## src/rtl/spi_rx_front_if.sv

```systemverilog
// Handshake/bus bundle between an SPI receive front-end and its driver/consumer.
// The slave side is the receiver; the master side drives the raw SPI pins and i_rd.
interface spi_rx_front_if #(
    parameter int DATA_W = 8
);
    logic              i_sck;
    logic              i_cs_n;
    logic              i_mosi;
    logic              i_rd;
    logic              o_sck_detect;
    logic [DATA_W-1:0] o_data;
    logic              o_valid;
    logic              o_busy;
    logic              o_ovr;
    logic              o_frm_err;

    modport slave (
        input  i_sck, i_cs_n, i_mosi, i_rd,
        output o_sck_detect, o_data, o_valid, o_busy, o_ovr, o_frm_err
    );

    modport master (
        output i_sck, i_cs_n, i_mosi, i_rd,
        input  o_sck_detect, o_data, o_valid, o_busy, o_ovr, o_frm_err
    );
endinterface

```

## src/rtl/spi_rx_front.sv

```systemverilog
// SPI slave receive front-end: synchronises SCK/CS_n/MOSI, strobes each sample
// edge, assembles DATA_W-bit words and hands them out with valid/read + overrun.
module spi_rx_front #(
    parameter int DATA_W      = 8,
    parameter int SYNC_STAGES = 2,
    parameter bit CPOL        = 1'b0,
    parameter bit MSB_FIRST   = 1'b1
) (
    input  logic           i_clk,
    input  logic           i_rst,
    spi_rx_front_if.slave  bus
);
    localparam int             CW   = (DATA_W > 1) ? $clog2(DATA_W) : 1;
    localparam logic [CW-1:0]  LAST = CW'(DATA_W - 1);

    typedef enum logic {IDLE, RECV} state_t;

    logic [SYNC_STAGES-1:0] sck_sync, cs_sync, mosi_sync;
    logic                   sck_d;
    logic                   sck_s, cs_s, mosi_s, sample_edge;
    logic [DATA_W-1:0]      shreg, shift_nxt;
    logic [CW-1:0]          cnt;
    state_t                 state;

    logic              sck_detect_q, valid_q, busy_q, ovr_q, frm_err_q;
    logic [DATA_W-1:0] data_q;

    // Synchronisers reset to the idle bus levels so no false edge follows reset.
    always_ff @(posedge i_clk or posedge i_rst) begin
        if (i_rst) begin
            sck_sync  <= {SYNC_STAGES{CPOL}};
            cs_sync   <= '1;
            mosi_sync <= '0;
            sck_d     <= CPOL;
        end else begin
            sck_sync  <= {sck_sync[SYNC_STAGES-2:0], bus.i_sck};
            cs_sync   <= {cs_sync[SYNC_STAGES-2:0], bus.i_cs_n};
            mosi_sync <= {mosi_sync[SYNC_STAGES-2:0], bus.i_mosi};
            sck_d     <= sck_sync[SYNC_STAGES-1];
        end
    end

    assign sck_s       = sck_sync[SYNC_STAGES-1];
    assign cs_s        = cs_sync[SYNC_STAGES-1];
    assign mosi_s      = mosi_sync[SYNC_STAGES-1];
    assign sample_edge = CPOL ? (sck_d & ~sck_s) : (sck_s & ~sck_d);
    assign shift_nxt   = MSB_FIRST ? {shreg[DATA_W-2:0], mosi_s}
                                   : {mosi_s, shreg[DATA_W-1:1]};

    always_ff @(posedge i_clk or posedge i_rst) begin
        if (i_rst) begin
            state        <= IDLE;
            cnt          <= '0;
            shreg        <= '0;
            sck_detect_q <= 1'b0;
            data_q       <= '0;
            valid_q      <= 1'b0;
            busy_q       <= 1'b0;
            ovr_q        <= 1'b0;
            frm_err_q    <= 1'b0;
        end else begin
            sck_detect_q <= 1'b0;
            frm_err_q    <= 1'b0;
            if (valid_q && bus.i_rd)
                valid_q <= 1'b0;
            case (state)
                IDLE: begin
                    if (!cs_s) begin
                        state  <= RECV;
                        busy_q <= 1'b1;
                        cnt    <= '0;
                        shreg  <= '0;
                        ovr_q  <= 1'b0;
                    end
                end
                RECV: begin
                    // CS release wins over a coincident sample edge.
                    if (cs_s) begin
                        state  <= IDLE;
                        busy_q <= 1'b0;
                        if (cnt != '0)
                            frm_err_q <= 1'b1;
                    end else if (sample_edge) begin
                        sck_detect_q <= 1'b1;
                        shreg        <= shift_nxt;
                        if (cnt == LAST) begin
                            cnt <= '0;
                            // A read in the completion cycle frees the slot for the new word.
                            if (!valid_q || bus.i_rd) begin
                                data_q  <= shift_nxt;
                                valid_q <= 1'b1;
                            end else begin
                                ovr_q <= 1'b1;
                            end
                        end else begin
                            cnt <= cnt + 1'b1;
                        end
                    end
                end
                default: state <= IDLE;
            endcase
        end
    end

    assign bus.o_sck_detect = sck_detect_q;
    assign bus.o_data       = data_q;
    assign bus.o_valid      = valid_q;
    assign bus.o_busy       = busy_q;
    assign bus.o_ovr        = ovr_q;
    assign bus.o_frm_err    = frm_err_q;
endmodule

```

## src/flat_wrapper.sv

```systemverilog
// flat-port wrapper written by rule: the top's interface ports become plain ports
module spi_rx_front_flat 
#(
    parameter int DATA_W      = 8,
    parameter int SYNC_STAGES = 2,
    parameter bit CPOL        = 1'b0,
    parameter bit MSB_FIRST   = 1'b1
)
  (i_clk, i_rst, bus_i_sck, bus_i_cs_n, bus_i_mosi, bus_i_rd, bus_o_sck_detect, bus_o_data, bus_o_valid, bus_o_busy, bus_o_ovr, bus_o_frm_err);
  spi_rx_front_if #(.DATA_W(DATA_W)) bus_i ();
  input  logic i_clk;
  input  logic i_rst;
  input wire logic [$bits(bus_i.i_sck)-1:0] bus_i_sck;
  input wire logic [$bits(bus_i.i_cs_n)-1:0] bus_i_cs_n;
  input wire logic [$bits(bus_i.i_mosi)-1:0] bus_i_mosi;
  input wire logic [$bits(bus_i.i_rd)-1:0] bus_i_rd;
  output wire logic [$bits(bus_i.o_sck_detect)-1:0] bus_o_sck_detect;
  output wire logic [$bits(bus_i.o_data)-1:0] bus_o_data;
  output wire logic [$bits(bus_i.o_valid)-1:0] bus_o_valid;
  output wire logic [$bits(bus_i.o_busy)-1:0] bus_o_busy;
  output wire logic [$bits(bus_i.o_ovr)-1:0] bus_o_ovr;
  output wire logic [$bits(bus_i.o_frm_err)-1:0] bus_o_frm_err;
  assign bus_i.i_sck = bus_i_sck;
  assign bus_i.i_cs_n = bus_i_cs_n;
  assign bus_i.i_mosi = bus_i_mosi;
  assign bus_i.i_rd = bus_i_rd;
  assign bus_o_sck_detect = bus_i.o_sck_detect;
  assign bus_o_data = bus_i.o_data;
  assign bus_o_valid = bus_i.o_valid;
  assign bus_o_busy = bus_i.o_busy;
  assign bus_o_ovr = bus_i.o_ovr;
  assign bus_o_frm_err = bus_i.o_frm_err;
  spi_rx_front #(.DATA_W(DATA_W), .SYNC_STAGES(SYNC_STAGES), .CPOL(CPOL), .MSB_FIRST(MSB_FIRST)) u_core (.i_clk(i_clk), .i_rst(i_rst), .bus(bus_i));
endmodule
```

## config.mk

```make
export PLATFORM = sky130hd
export DESIGN_NAME = spi_rx_front_flat
export DESIGN_NICKNAME = d
export VERILOG_FILES = /design/src/rtl/spi_rx_front_if.sv /design/src/rtl/spi_rx_front.sv /design/src/flat_wrapper.sv
export SDC_FILE = /design/constraint.sdc
export NUM_CORES = 1
export LEC_CHECK = 0
export BUFFER_PORTS_ARGS = -buffer_cell sky130_fd_sc_hd__buf_2
export CAP_MARGIN = 20
export CORE_ASPECT_RATIO = 1.75
export CORE_MARGIN = 4
export CORE_UTILIZATION = 46
export CTS_BUF_LIST = sky130_fd_sc_hd__clkbuf_2
export DETAILED_ROUTE_END_ITERATION = 12
export PLACE_DENSITY = 0.67
export SYNTH_ARGS = -nofsm -noshare
export SYNTH_HDL_FRONTEND = slang
export SYNTH_SLANG_ARGS = --single-unit
```

## constraint.sdc

```tcl
create_clock -name i_clk -period 1.55 [get_ports i_clk]
set_input_delay 0.31 -clock i_clk [delete_from_list [all_inputs] [get_ports i_clk]]
set_output_delay 0.31 -clock i_clk [all_outputs]
set_load 0.02 [all_outputs]
```

; ---- After elaboration in Yosys (flattened, before gate mapping)
; Index checks and enable logic that the tools add are counted.
[totals]
ff_bits = 31
inputBits = 6
output_inout_bits = 13
word_cells = 64
[classes]
add_sub_neg = 1
n_eq_ne = 7
muxes = 31
bitwise_logic = 4
n_reduce_logical = 8
[ops]
columns = cell, n
row1 = $mux 7, 3
row2 = $mux 1, 20
row3 = $pmux 7 s2, 1
row4 = $mux 3, 4
row5 = $reduce_and 5->1, 2
row6 = $ne 2x2->1 const B, 4
row7 = $pmux 3 s2, 1
row8 = $ne 2x1->1 const B, 2
row9 = $pmux 1 s2, 2
row10 = $add 3x1->3 const B, 1
row11 = $eq 3x3->1 const B, 1
row12 = $not 1->1, 3
row13 = $reduce_and 3->1, 1
row14 = $reduce_bool 3->1, 1
row15 = $reduce_and 2->1, 1
row16 = $and 1x1->1, 1
row17 = $logic_and 1x1->1, 1
row18 = $logic_not 1->1, 1
row19 = $logic_or 1x1->1, 1

; ---- Depth between registers and ports, before layout
; Gate-level depths: netlist (run 1).
[logic_depth]
word_depth = 7
ltp_mapped = 5
depth_no_buf = 5

; ---- Worst setup path after synthesis (run 1)
; OpenSTA, ideal clock, no wires.
[synth_timing]
path_type = register -> register
start = register u_core.state
end = register u_core.cnt[0]
setup_time_ps = 79
arrival_time_ps = 1317
required_time_ps = 1471
path_slack_ps = 154
stages_incl_launch_ff = 6
n_path_buf = 1
path_cell_list = dfrtp_1 inv_1 ha_1 a211oi_1 buf_4 mux2i_1
[synth_via]
elab_chain_len = 3
[synth_rtl]
columns = element, line_no
row1 = from (decl), spi_rx_front.sv:23  ; state_t state;
row2 = from (signal assigned), spi_rx_front.sv:52  ; state <= IDLE;
row3 = from (signal assigned), spi_rx_front.sv:69  ; state <= RECV;
row4 = from (signal assigned), spi_rx_front.sv:79  ; state <= IDLE;
row5 = $not 1->1, spi_rx_front.sv:66  ; case (state)
row6 = $ne 2x2->1 (no line), n/a
row7 = $reduce_and 3->1 (no line), n/a
row8 = to (signal assigned), spi_rx_front.sv:96  ; cnt <= cnt + 1'b1;
row9 = to (decl), spi_rx_front.sv:22  ; logic [CW-1:0] cnt;
; Parallel ways exist; a longest one is shown, timed or not.
; A chain may end at the register's enable or synchronous reset.

; ---- Final worst setup path (run 1)
[layout_timing]
start = register u_core.state
end = register u_core.shreg[0]
[layout_via]
elab_chain_len = 3
[layout_rtl]
columns = element, line_no
row1 = $not 1->1, spi_rx_front.sv:66
row2 = $ne 2x2->1 (no line), n/a
row3 = $reduce_and 3->1 (no line), n/a
row4 = to (signal assigned), spi_rx_front.sv:85  ; shreg <= shift_nxt;
row5 = to (decl), spi_rx_front.sv:21  ; logic [DATA_W-1:0] shreg, shift_nxt;
; Parallel ways exist; a longest one is shown, timed or not.

==> impl_metrics.ini, run 1 <==
[clock_network]
clock-sinks = 31
htree_levels = 2
cts_buffers = 5
cts_tree = yes
clk_path_buf_depth = 2
cts-root-buf = clkbuf_2
cts.clk_slew.worst_paths_ns = 0.16
clk_latency_ns = 0.37

[synthesis]
synth_commonest_cells = 29 x dfrtp_1, 13 x inv_1, 13 x nand2_1
synth_most_common_cell = dfrtp_1
synthesis.nets = 104
synthArstFlopShare_pct = 100
synth_area_leaders = dfrtp_1 59%, mux2i_1 8.1%, mux2_2 7.3%
syn_area_um2 = 1230
synth_area_leader_cell = dfrtp_1
ys_seq_area_share_pct = 63.3
synthCells = 93
synth_cell_types = 17
ys_ff_latch = 31
yosys_warnings = 0
synth_top_flop_cell = dfrtp_1
yosysTopAreaCellShare_pct = 59.1
avgSynthCellArea_um2 = 13.2
synth_edf_count = 0

[grt]
grt_pass1_vias = 794
grt_use_total_pct = 14.1
grt_pass1_wl_um = 3490
antenna_found_initial = 0
overflow = 0
grt_max_degree = 32

[sta]
hold_viol = 0
timing.final.crit_share_pct = 97.0
fin_ws_ns = 0.0460
setup_violations = 0
hold_ws_ns = 0.281
worst_pin_slew_ns = 0.376
finalSetupTns_ns = 0
relSlewSlack_pct = 74.9
grt_setup_unrepaired = true
finClkSkew_ns = 0.0263
period_minus_slack_ns = 1.50
max_freq_ghz = 0.665
drv_slew = 0

[floorplan]
die_y_um = 76.4
ios = 19
die_area_um2 = 3590
core_area_um2 = 2520
die_w_um = 47.1
start_util_pct = 48.7
rows = 24

[layout]
layout.nets = 140
fin_util_pct = 61.1
syn2layout_area_growth_pct = 25.5
final.fill_count = 219
diodes = 0
drive_gt1_share_pct = 40.8

[drt]
vias_per_cell = 4.88
vias = 761
drt_wl_total_um = 2190
first_iter_violations = 10
dr.pass1.iters = 2
drc_errors = 0
wire_per_inst_um = 14.1
ant_nets = 0

[min_path]
hp-class = input pin to register
hold_start = bus_i_rd
min_path_cells = 3
whs_endpoint = u_core.bus.o_valid

[status]
status = finished, final reports clean

[critical_path]
cpPeakStageDelay_ns = 0.44
crit_path_end_kind = register
r2r_slack_ns = 0.05
slowest_stage = dfrtp_2
crit_family = flip-flops
crit_arrival_ns = 1.79
ff2ff_path_depth = 5
critical_path_class = register to register
crit_path_max_fanout = 5
crit_chain = inv_2 > ha_4 > a211oi_4 > clkbuf_16 > mux2i_2
rr_startpoint = u_core.state
required_ns = 1.83
cp-start-kind = register
r2r_end = u_core.shreg[0]
critical_path_buf_inv_count = 2

[job]
max-cap-violations = 0

[pwr]
vdd_drop_max_mv = 0.606
p_leak_nw = 0.801
powerDensity_nw_per_um2 = 987

[place]
port_buffers = 18
dp_hpwl_um = 1470
gp_congestion = 0.688
place_ws_ns = 0.108
-- worst max-delay path by stage --
stage / from / end / depth (start not counted)
after CTS: u_core.state / u_core.shreg[0] / 5
after floorplan: u_core.state / u_core.cnt[0] / 5
after global placement: u_core.cs_sync[1] / u_core.bus.o_data[0] / 3
after detailed placement: u_core.state / u_core.shreg[1] / 5
after global routing: u_core.state / u_core.shreg[0] / 5
final: u_core.state / u_core.shreg[0] / 5
-- cell type report --
cell class	count	area [um2]	share of cell area, %
sequential	31	779	50.6
multi-input combinational	47	422	27.4
timing repair buffer	31	219	14.2
inverter	13	48.8	3.17
clock buffer	7	35.0	2.27
tap	26	32.5	2.11
clock inverter	1	5.00	0.325
-- flip-flops by register name, indices dropped and copies added (netlist names) --
name / cells
u_core.bus.o_valid: 1
u_core.mosi_sync: 2
u_core.state: 1
u_core.bus.o_frm_err: 1
u_core.sck_d: 1
u_core.cs_sync: 2
u_core.bus.o_busy: 1
u_core.bus.o_data: 8
u_core.shreg: 7
u_core.bus.o_sck_detect: 1
u_core.sck_sync: 2
u_core.bus.o_ovr: 1
u_core.cnt: 3
-- where the power goes --
group | internal, W | leakage (nW) | switching, W | total (W)
clock network | 0.000123 | 0.0330 | 0.000259 | 0.000383
logic | 0.000111 | 0.364 | 0.000123 | 0.000234
registers | 0.000870 | 0.403 | 0.0000364 | 0.000906
total | 0.00110 | 0.801 | 0.000419 | 0.00152
-- through the flow --
stage               instances  instance area, um2  power (W)
floorplan                  93                1230    0.00105
global placement          141                1400    0.00111
detailed placement        141                1400    0.00113
CTS                       150                1450    0.00152
global route              156                1540    0.00161
finish                    156                1540    0.00152
-- cell usage in the layout, fill, tap and decap left out, drive strengths merged --
master / synthesis / layout
a22o: 1 / 1
nand2b: 2 / 2
a211oi: 2 / 2
ha: 5 / 5
or3: 1 / 1
a21oi: 1 / 1
clkinv: 0 / 1
mux2i: 10 / 10
inv: 13 / 13
mux2: 8 / 8
clkbuf: 1 / 8
nor2: 2 / 2
nand2: 13 / 13
nand3: 1 / 1
buf: 1 / 26
and4bb: 1 / 1
dfstp: 2 / 2
dlygate4sd3: 0 / 4
dfrtp: 29 / 29
-- worst reg2reg max path, stage by stage (launching register included) --
cell	delay, ns
dfrtp_2	0.44
inv_2	0.06
ha_4	0.16
a211oi_4	0.31
clkbuf_16	0.22
mux2i_2	0.22
-- kinds of logic (layout without fill, tap and decap cells) --
group | after synthesis | after routing | share of synthesized area [%]
DFF | 31 | 31 | 63.3
and+or+nand+nor | 20 | 20 | 8.86
buffers and inverters | 15 | 52 | 4.89
AOI/OAI and AO/OA | 4 | 4 | 2.34
muxes | 18 | 18 | 15.5
adders and majority gates | 5 | 5 | 5.09
-- per-layer routing --
metal | routed length, um | track usage [%] | up-vias
met2 | 1200 | 21.8 | 16
met1 | 837 | 14.8 | 371
met5 | 0 | 0 | -
met3 | 91 | 5.67 | 6
li1 | - | - | 368
met4 | 64 | 9.14 | 0
-- timing repair --
| action | CTS | global route |
|---|---|---|
| gates resized for setup | 0 | 8 |
| hold buffers | 1 | 3 |
| buffers inserted | 0 | 2 |
| setup endpoints to repair | 0 | 9 |
| endpoints found under the hold margin | 23 | 3 |
(Power assumes the default switching activity.)
==> run 2, diff against run 1 <==
==> constraint.sdc (replaced) <==
create_clock -name i_clk -period 1.55 [get_ports i_clk]
set_input_delay 0.0775 -clock i_clk [delete_from_list [all_inputs] [get_ports i_clk]]
set_output_delay 0.0775 -clock i_clk [all_outputs]
set_load 0.02 [all_outputs]
==> run 2 against run 1 <==
Net effect: sequential power about the same; clock power about the same; total power down 0.12%; core utilization down 0.15 points; clock skew about the same; register-to-register slack better by 0.02 ns; count of clock-buffer cells in the layout unchanged; non-clock buffer count unchanged; critical path depth down 2; via count down 0.79%.
==> impl_metrics.ini, run 2 (synthesis gave the netlist of run 1 again) <==
[floorplan]
core_area_um2 = 2520
die_w_um = 47.1
die_area_um2 = 3590
ios = 19
die_y_um = 76.4
start_util_pct = 48.7
rows = 24

[status]
status = finished, final reports clean

[layout]
syn2layout_area_growth_pct = 25.2
final.fill_count = 222
final_area_um2 = 1540
largest_reg_flops = 8
layout.nets = 140
finalNonFillerCells = 156
diodes = 0
drive_gt1_share_pct = 40.0
final_cell_mix = 28 x dfrtp_1, 18 x buf_2, 13 x nand2_1
final_common_cell = dfrtp_1

[critical_path]
cp-start-kind = register
required_ns = 1.79
critical_path_class = register to register
crit_path_end_kind = register
crit_path_max_fanout = 8
crit_arrival_ns = 1.73

[sta]
relSlewSlack_pct = 74.8
finClkSkew_ns = 0.0261
max_freq_ghz = 0.674
timing.final.crit_share_pct = 95.7
fin_ws_ns = 0.0662
setup_violations = 0
drv_slew = 0
hold_viol = 0
finalSetupTns_ns = 0
worst_pin_slew_ns = 0.378
period_minus_slack_ns = 1.48

[grt]
busiest_layer = met2
grtUsageMet3_pct = 5.67
overflow = 0
antenna_found_initial = 0
grt_max_degree = 32
grtUsageMet2_pct = 22.1
grt_pass1_vias = 803
grt_use_met1_pct = 15.1
grt_pass1_wl_um = 3530
grt_use_total_pct = 14.3

[place]
dp_cells = 141
port_buffers = 18
dp_hpwl_um = 1470
gp_congestion = 0.688
post_dp_cell_area_um2 = 1400
place_ws_ns = 0.108

[pwr]
powerDensity_nw_per_um2 = 989
report.power.total_w = 0.00152
p_leak_nw = 0.801
vdd_drop_max_mv = 0.606

[clock_network]
cts.clk_slew.worst_paths_ns = 0.16
cts_tree = yes
clk_path_buf_depth = 2
htree_levels = 2
clock-sinks = 31
cts-root-buf = clkbuf_2
cts_buffers = 5
clk_latency_ns = 0.37

[drt]
ant_nets = 0
dr.pass1.iters = 2
vias = 755
drc_errors = 0
drt_wl_total_um = 2210
vias_per_cell = 4.84
first_iter_violations = 13
wire_per_inst_um = 14.1

[job]
max-cap-violations = 0

[min_path]
hp-class = input pin to register
-- run 2: path summary, 6_finish.rpt --
check / from / slack [ns] / cells past startpoint / end
worst max-delay path: u_core.cs_sync[1] / 0.07 / 3 / u_core.bus.o_data[3]
worst min-delay path: bus_i_rd / 0.05 / 3 / u_core.bus.o_valid
worst max register to register: u_core.cs_sync[1] / 0.07 / 3 / u_core.bus.o_data[3]
worst min register to register: u_core.sck_sync[0] / 0.36 / 0 / u_core.sck_sync[1]
max in group asynchronous: i_rst / 0.91 / 4 / u_core.cs_sync[1]
min in group asynchronous: i_rst / 0.31 / 4 / u_core.sck_sync[1]
-- run 2: worst max-delay path: stages, from the launching register on --
cell and delay (ns):
dfstp_2 0.60, and4bb_4 0.26, nand3_4 0.15, mux2_2 0.35
-- run 2: report_power, final --
part | total, W | internal (W) | switching [W]
registers | 0.000906 | 0.000870 | 0.0000365
clock network | 0.000384 | 0.000123 | 0.000261
logic | 0.000230 | 0.000109 | 0.000121
total | 0.00152 | 0.00110 | 0.000419
-- run 2: area by class of cell --
cell class	instances	area (um2)	share of cell area, %
clock buffers	7	35.0	2.28
clock inverters	1	5.00	0.325
inverters	13	48.8	3.17
multi-input cells	47	418	27.2
flip-flops and latches	31	779	50.7
well taps	26	32.5	2.12
repair buffers	31	219	14.2
-- run 2: routing by layer --
layer / share of wire (%) / wire, um
met2: 55 / 1200
met4: 2.9 / 64
met5: 0 / 0
met1: 38 / 846
met3: 4.2 / 92
-- run 2: what timing repair did --
item,CTS,global route
endpoints found under the hold margin,32,0
setup endpoints to repair,0,9
hold buffers,4,0
resized for setup,0,7
buffers inserted,0,2
-- run 2: stage by stage --
step / utilization, % / hold slack (ns)
CTS: 58.8 / 0.0300
global placement: 55.6 / 0.165
detailed placement: 55.6 / 0.173
global route: 61.0 / 0.0181
floorplan: - / 0.0820
finish: 61.0 / 0.0477
==> run 3, diff against run 2 <==
Settings changed: ABC_AREA set to 1, CORE_UTILIZATION 46 to 40, PLACE_DENSITY 0.67 to unset.
==> run 3 against run 2 <==
Net effect: final area decreased by 2.0%; worst hold slack improved by 0.27 ns; clock power decreased by 5.2%; non-clock buffer count decreased by 4; highest routed layer unchanged; sequential power decreased by 6.3%; critical path type unchanged.
==> impl_metrics.ini, run 3 <==
[layout]
diodes = 0
final_common_cell = nand2_1
final_area_um2 = 1510
layout.nets = 165
final_cell_mix = 42 x nand2_1, 29 x dfrtp_1, 18 x buf_2
final.fill_count = 298
drive_gt1_share_pct = 24.5
syn2layout_area_growth_pct = 20.9
largest_reg_flops = 8

[synthesis]
synth-xor-area-share_pct = 0
synth_most_common_cell = nand2_1
synth_edf_count = 0
muxShareOfSynthArea_pct = 0
synth_top_family_by_area = simple AND/OR/NAND/NOR gates
synthCells = 123
yosys.area_share.simple_pct = 25.3
synth_area_leaders = dfrtp_1 58%, nand2_1 13%, nand4_1 5.5%
synth_top_flop_cell = dfrtp_1
avgSynthCellArea_um2 = 10.1
synthesis.nets = 134
synth_area_leader_cell = dfrtp_1
synth_compound_area_share_pct = 2.71
yosysTopAreaCellShare_pct = 58.2
yosys_warnings = 0
synthArstFlopShare_pct = 100
synth_commonest_cells = 43 x nand2_1, 29 x dfrtp_1, 11 x nand4_1
synth_cell_types = 18
synthAdderAreaFrac_pct = 5.02
ys_seq_area_share_pct = 62.4
ys_ff_latch = 31
syn_area_um2 = 1250

[floorplan]
rows = 26
core_area_um2 = 2960
start_util_pct = 42.1
die_y_um = 81.8
die_w_um = 50.2
ios = 19
die_area_um2 = 4110

[critical_path]
ff2ff_path_depth = 7
crit_path_end_kind = register
crit_arrival_ns = 1.68
r2r_end = u_core.bus.o_data[7]
r2r_slack_ns = 0.17
rr_startpoint = u_core.cnt[0]
critical_path_buf_inv_count = 1
crit_family = flip-flops
crit_chain = ha_1 > ha_1 > nand2_2 > a21oi_4 > buf_12 > nand3_1 > nand2_1
crit_top_cell = ha_1
required_ns = 1.85
crit_path_max_fanout = 8
slowest_stage = dfrtp_1
cpPeakStageDelay_ns = 0.41
cp-start-kind = register
critical_path_class = register to register

[sta]
hold_viol = 0
period_minus_slack_ns = 1.38
relSlewSlack_pct = 73.3
setup_violations = 0
finalSetupTns_ns = 0
timing.final.crit_share_pct = 89.1
drv_slew = 0
finClkSkew_ns = 0.0164
grt_setup_unrepaired = false
max_freq_ghz = 0.724
worst_pin_slew_ns = 0.400

[grt]
grtUsageMet2_pct = 21.9
grtUsageMet3_pct = 4.90
grt_pass1_wl_um = 4080
antenna_found_initial = 0
grt_use_total_pct = 13.3
grt_pass1_vias = 918
busiest_layer = met2
grt_use_met1_pct = 15.0
grt_max_degree = 32
overflow = 0

[drt]
vias = 926
vias_per_cell = 4.70
drt_wl_total_um = 2230
drc_errors = 0
first_iter_violations = 26
ant_nets = 0
dr.pass1.iters = 4
wire_per_inst_um = 11.3

[clock_network]
cts.clk_slew.worst_paths_ns = 0.15
cts_buffers = 5
cts-root-buf = clkbuf_2
cts_tree = yes
clk_latency_ns = 0.35
htree_levels = 2
clk_path_buf_depth = 2
clock-sinks = 31

[pwr]
p_seq_share_pct = 64.1
power.internal_w = 0.000981
clockPowerShare_pct = 27.5
vdd_drop_max_mv = 0.469
combPwrFrac_pct = 8.4
p_switching_w = 0.000343
p_leak_nw = 0.848
switching_share_pct = 25.9
powerDensity_nw_per_um2 = 879

[place]
port_buffers = 18
gp_congestion = 0.781
post_dp_cell_area_um2 = 1400
dp_hpwl_um = 1590

[min_path]
hp-class = input pin to async pin

[status]
status = finished, final reports clean

[job]
max-cap-violations = 0
run 3: cell count changes in the layout (fill, tap and decap cells not counted), moves of 2 or more:
cell      change
inv_1         -3
clkinv_1      +2
buf_4         -4
mux2_2        -8
ha_1          +2
nand2_1      +29
nand4_1      +11
mux2i_1      -10
nand2b_1      -2
nand2_2       +2
nand3_1       +8
run 3: kinds of logic after synthesis:
kind of cell | count (synthesis)
compound gates | 4
fa+ha+maj | 5
buf+inv | 14
simple gates | 69
flops | 31
run 3: worst min-delay path, cell delays in order:
cell           delay (ns)
dlygate4sd3_1        0.53
buf_2                0.12
inv_1                0.04
buf_4                0.34
run 3: through the flow:
stage	cells	hold slack [ns]	power [W]	setup WS (ns)	utilization (%)
floorplan	123	0.0820	0.000931	0.265	-
global placement	183	0.164	0.000962	0.160	47.2
detailed placement	183	0.174	0.000967	0.128	47.2
CTS	196	0.306	0.00136	0.0987	50.1
global route	197	0.316	0.00142	0.0587	50.9
finish	197	0.319	0.00132	0.169	50.9
run 3: metal layers:
layer  up-vias  wire [um]
li1        460          -
met1       443        921
met2        18       1150
met3         5         99
met5         -          0
met4         0         56
run 3: layout make-up:
type / count / area (um2) / area share (%)
clock buffers: 6 / 30.0 / 1.99
clock inverters: 2 / 7.51 / 0.498
inverters: 11 / 41.3 / 2.74
multi-input cells: 78 / 414 / 27.5
flip-flops and latches: 31 / 778 / 51.7
well taps: 42 / 52.6 / 3.49
repair buffers: 27 / 183 / 12.1
run 3: worst max-delay path by stage:
stage                           end  slack [ns]          start  cells after the start
2_1_floorplan       u_core.shreg[0]        0.27   u_core.state                      7
3_3_place_gp   u_core.bus.o_data[5]        0.16  u_core.cnt[0]                      7
3_5_place_dp   u_core.bus.o_data[7]        0.13  u_core.cnt[1]                      7
4_1_cts             u_core.shreg[1]         0.1   u_core.state                      6
5_1_grt             u_core.shreg[1]        0.06   u_core.state                      6
6_report       u_core.bus.o_data[7]        0.17  u_core.cnt[0]                      7
run 3: power by group through the flow:
stage	registers (W)	logic (W)	clock network [W]
after floorplan	0.000869	0.0000611	0
after global placement	0.000863	0.0000994	0
after detailed placement	0.000864	0.000102	0
after CTS	0.000850	0.000112	0.000393
after global routing	0.000852	0.000128	0.000440
final	0.000849	0.000111	0.000364
run 3: repair_timing:
action	CTS	global route
resized for setup	0	1
setup endpoints to repair	0	11
setup buffers	0	1
hold buffers	5	0
endpoints found under the hold margin	33	0
